$ cat config.mk
export PLATFORM = sky130hd
export DESIGN_NAME = regs_wb
export DESIGN_NICKNAME = d
export VERILOG_FILES = /design/src/rtl/regs_wb.sv
export SDC_FILE = /design/constraint.sdc
export NUM_CORES = 1
export LEC_CHECK = 0
export ABC_AREA = 1
export BUFFER_PORTS_ARGS = -buffer_cell sky130_fd_sc_hd__buf_2
export CORE_MARGIN = 2
export CORE_UTILIZATION = 51
export CTS_CLUSTER_DIAMETER = 30
export DETAILED_ROUTE_END_ITERATION = 7
export PLACE_DENSITY = 0.79
export SLEW_MARGIN = 20
export SYNTH_ARGS = -nofsm -noshare
export SYNTH_HDL_FRONTEND = slang
export SYNTH_SLANG_ARGS = --single-unit
$ cat constraint.sdc
create_clock -name i_clk -period 3 [get_ports i_clk]
set_clock_uncertainty 0.05 [all_clocks]
set_input_delay 0.3 -clock i_clk [delete_from_list [all_inputs] [get_ports i_clk]]
set_output_delay 0.3 -clock i_clk [all_outputs]
set_load 0.01 [all_outputs]
$ cat src/rtl/regs_wb.sv
// regs_wb: writeback sequencer for the single write port of the regs file.
// Merges the ALU stream (highest priority, no backpressure) with load returns
// buffered in a DEPTH-entry FIFO. Optional macro REGS_WB_BYPASS_EN lets a load
// skip the FIFO when the FIFO is empty and the ALU is idle.
module regs_wb #(
  parameter int DEPTH = 4,
  parameter int XLEN  = 32
) (
  input  logic                     i_clk,
  input  logic                     i_rst_n,
  input  logic                     i_alu_valid,
  input  logic [4:0]               i_alu_rd,
  input  logic [XLEN-1:0]          i_alu_dat,
  input  logic                     i_ld_valid,
  output logic                     o_ld_ready,
  input  logic [4:0]               i_ld_rd,
  input  logic [XLEN-1:0]          i_ld_dat,
  input  logic [4:0]               i_chk_addr,
  output logic                     o_chk_pending,
  output logic                     o_we,
  output logic [4:0]               o_addr_wr,
  output logic [XLEN-1:0]          o_dat_wr,
  output logic [$clog2(DEPTH):0]   o_count
);

  localparam int PW = $clog2(DEPTH);
  localparam int CW = PW + 1;

  logic [4:0]      r_mem_rd  [DEPTH];
  logic [XLEN-1:0] r_mem_dat [DEPTH];
  logic [PW-1:0]   r_wptr;
  logic [PW-1:0]   r_rptr;
  logic [CW-1:0]   r_count;

  logic            r_we;
  logic [4:0]      r_addr;
  logic [XLEN-1:0] r_dat;

  logic            w_empty;
  logic            w_accept;
  logic            w_pop;
  logic            w_push;
  logic            w_bypass;
  logic            w_sel_valid;
  logic [4:0]      w_sel_rd;
  logic [XLEN-1:0] w_sel_dat;
  logic            w_match;
  logic [PW-1:0]   w_off;

  assign o_ld_ready = (r_count < CW'(DEPTH));
  assign o_count    = r_count;
  assign o_we       = r_we;
  assign o_addr_wr  = r_addr;
  assign o_dat_wr   = r_dat;

  // Source select: ALU first, then FIFO head, then (optionally) the incoming load
  always_comb begin
    w_empty     = (r_count == '0);
    w_accept    = i_ld_valid && o_ld_ready;
    w_pop       = !i_alu_valid && !w_empty;
`ifdef REGS_WB_BYPASS_EN
    w_bypass    = !i_alu_valid && w_empty && w_accept;
`else
    w_bypass    = 1'b0;
`endif
    w_push      = w_accept && !w_bypass;
    w_sel_valid = i_alu_valid || w_pop || w_bypass;
    w_sel_rd    = '0;
    w_sel_dat   = '0;
    if (i_alu_valid) begin
      w_sel_rd  = i_alu_rd;
      w_sel_dat = i_alu_dat;
    end else if (w_pop) begin
      w_sel_rd  = r_mem_rd[r_rptr];
      w_sel_dat = r_mem_dat[r_rptr];
    end else if (w_bypass) begin
      w_sel_rd  = i_ld_rd;
      w_sel_dat = i_ld_dat;
    end
  end

  // Pending-load lookup: an entry is live when its distance from the read pointer is below count
  always_comb begin
    w_match = 1'b0;
    w_off   = '0;
    for (int unsigned i = 0; i < DEPTH; i++) begin
      w_off = PW'(i) - r_rptr;
      if (({1'b0, w_off} < r_count) && (r_mem_rd[i] == i_chk_addr))
        w_match = 1'b1;
    end
`ifdef REGS_WB_BYPASS_EN
    if (w_bypass && (i_ld_rd == i_chk_addr))
      w_match = 1'b1;
`endif
    o_chk_pending = w_match && (i_chk_addr != '0);
  end

  // FIFO storage: data only, no reset needed since validity comes from count
  always_ff @(posedge i_clk) begin
    if (w_push) begin
      r_mem_rd[r_wptr]  <= i_ld_rd;
      r_mem_dat[r_wptr] <= i_ld_dat;
    end
  end

  // FIFO pointers and occupancy
  always_ff @(posedge i_clk or negedge i_rst_n) begin
    if (!i_rst_n) begin
      r_wptr  <= '0;
      r_rptr  <= '0;
      r_count <= '0;
    end else begin
      if (w_push) r_wptr <= r_wptr + 1'b1;
      if (w_pop)  r_rptr <= r_rptr + 1'b1;
      case ({w_push, w_pop})
        2'b10:   r_count <= r_count + 1'b1;
        2'b01:   r_count <= r_count - 1'b1;
        default: r_count <= r_count;
      endcase
    end
  end

  // Write-port register: x0 targets consume the entry but suppress the enable
  always_ff @(posedge i_clk or negedge i_rst_n) begin
    if (!i_rst_n) begin
      r_we   <= 1'b0;
      r_addr <= '0;
      r_dat  <= '0;
    end else if (w_sel_valid) begin
      r_we   <= (w_sel_rd != '0);
      r_addr <= w_sel_rd;
      r_dat  <= w_sel_dat;
    end else begin
      r_we   <= 1'b0;
    end
  end

endmodule

==> reports/metrics.cfg <==
[timing]
hold_viol=0
max_freq_mhz=390
worst_slack_ps=437
finalSetupViolations=0
setup_tns_ps=0
slew_viol_final=0
worst_pin_slew_ps=715
fin_crit_ps=2560
fin_crit_sh_pct=85.4
rsz0062_at_grt=no
max-slew-margin-rel_pct=52.3

[power_and_ir_drop]
power_switching_w=0.00332
clkPwrFrac_pct=26.2
p_int_w=0.00599
ir_drop_uv=478
power_per_cell_area_mw_per_mm2=934
seqPwrFrac_pct=40.3
netSwitchingFraction_pct=35.6
p_leak_nw=4.08
pwr-share-comb_pct=33.4

[outcome]
status=complete, no violations

[floorplan]
core_sq_mm=0.0164
die_w_microns=133
rows=47
ios=126
die-area_sq_mm=0.0177
fp.dieH_microns=133
initial_utilization_pct=51.8

[grt]
grt_pass1_wl_microns=29900
grt_pass1_vias=5628
antenna_found_initial=1
grt_overflow=0
track_usage_pct=22.4
grt_max_degree=46

[cells_and_area]
num_antenna_cells=0
final_common_cell=nand2_1
finalNetCount=867
drive_above_1_share_pct=35.2
final_cell_mix=nand2_1 (170), edfxtp_1 (148), buf_2 (124)
syn_to_final_growth_pct=17.4

[setup_path]
start_kind=register
path_class=register to primary output
crit_fanout=9
cp.required_ps=2650
arrival_ps=2210
cp-end-kind=primary output

[detailed_routing]
routed-via-count=5509
drc=0
viasPerCell=5.47
ant_nets=0
drt_pre_antenna_iters=4
wl_microns=18800
first_iter_violations=436
wl_per_cell_microns=18.7

[cts]
clock-sinks=193
htree_levels=4
clk_pin_slew_worst_paths_ps=70
clockRootBuffer=clkbuf_16
numCtsBuffers=17
clk_latency_ps=430
cts_buffer_depth=2
cts_tree=built

[yosys]
synth_cell_type_count=33
yosysSeqAreaShare_pct=65.6
netlist_area_sq_mm=0.00849
synthTopCellsByArea=edfxtp_1 (52%), dfrtp_1 (13%), a22oi_2 (8.8%)
synth_warnings=0
yosys_register_bits=193
avgSynthCellArea_sq_um=13.1
synth_top_area_share_pct=52.3
synth_top_area_cell=edfxtp_1
synth_cells=646
syn_nets=739

[job]
maxCapViolations=0

[place]
dp_slack_ps=715
dpl.hpwl_microns=11700
portBuffers=125
gp_congestion=0.943

[min_path]
worstHoldPathType=primary input to register

-- cell usage after synthesis (all sizes together) --
library cell and n:
xnor2 9, a21oi 6, nor2 32, buf 22, inv 33, nand4 41, clkbuf 10, o21ai 6
a22oi 64, a31oi 1, edfxtp 148, fa 1, nand2 172, a21boi 1, dfrtp 45, ha 9
xor2 6, nand3 39, clkinv 1
-- metal layers --
layer,vias up,part of all wire (%),GRT usage [%]
met5,-,0.058,0
met4,2,2.1,8.48
met3,32,4.9,4.41
met2,183,51,38.3
met1,2717,42,28.3
li1,2575,-,-
-- timing repair --
item,CTS,global route
hold endpoints to repair,45,0
endpoints found under the setup margin,0,1
gates resized for setup,0,1
hold buffers,1,0
buffers inserted,0,0
-- cells by family after synthesis --
kind of cell,share of synthesized area (%)
flip-flops,65.6
buffers and inverters,4.51
XOR/XNOR,1.55
AND/OR/NAND/NOR,16.6
AO/OA/AOI/OAI,10.2
adder cells (fa/ha/maj),1.56
-- registers in the layout (all words and copies together), names as in the netlist --
register and count:
r_mem_rd 20, r_wptr 2, o_addr_wr 5, o_count 3
o_we 1, r_mem_dat 128, r_rptr 2, o_dat_wr 32
-- metrics by stage --
| stage | cell area (sq um) | util, % | total power (W) | std cells | hold WS, ps |
|---|---|---|---|---|---|
| after floorplan | 8490 | - | 0.00603 | 646 | -45.6 |
| after global placement | 9310 | 56.8 | 0.00685 | 974 | 461 |
| after detailed placement | 9320 | 56.8 | 0.00691 | 974 | 317 |
| after CTS | 9970 | 60.7 | 0.00936 | 1007 | 16.0 |
| after global routing | 9970 | 60.7 | 0.00983 | 1007 | 15.4 |
| final | 9970 | 60.7 | 0.00931 | 1007 | 34.0 |
-- critical path, stage by stage (launching register included) --
cell     delay, ps
dfrtp_2        550
inv_1          140
nand2_1        120
nand2_1         80
inv_1           80
ha_1           220
nand3_1         80
nand2_1         50
nor2_1         100
nand2_1         50
nand2_1         60
nor2_1          40
nor2_1          80
buf_2          130
-- final cells by class --
type / instances / area (sq um)
Clock buffer: 18 / 439
Clock inverter: 14 / 201
Timing Repair Buffer: 141 / 776
Fill cell: 1244 / 6440
Inverter: 34 / 135
Sequential cell: 193 / 5570
Tap cell: 220 / 275
Multi-Input combinational cell: 387 / 2570
-- power by group through the flow --
stage / registers [W] / logic, W / clock network, W
4_1_cts: 0.00375 / 0.00314 / 0.00246
5_1_grt: 0.00381 / 0.00344 / 0.00258
2_1_floorplan: 0.00387 / 0.00217 / 0
3_5_place_dp: 0.00380 / 0.00311 / 0
6_report: 0.00375 / 0.00311 / 0.00244
3_3_place_gp: 0.00378 / 0.00307 / 0
-- worst paths after layout --
path,startpoint,to,slack (ps),depth (start not counted)
worst max register to register,o_count[2]$_DFFE_PN0P_,o_count[2]$_DFFE_PN0P_,800,8
worst min-delay path,i_alu_dat[8],o_dat_wr[8]$_DFFE_PN0P_,30,3
max in group asynchronous,i_rst_n,r_rptr[0]$_DFFE_PN0P_,2070,2
min in group asynchronous,i_rst_n,o_addr_wr[0]$_DFFE_PN0P_,380,2
worst min register to register,o_addr_wr[4]$_DFFE_PN0P_,o_addr_wr[4]$_DFFE_PN0P_,490,2
worst max-delay path,r_rptr[0]$_DFFE_PN0P_,o_chk_pending,440,13
Power figures use the tool's default switching activity.
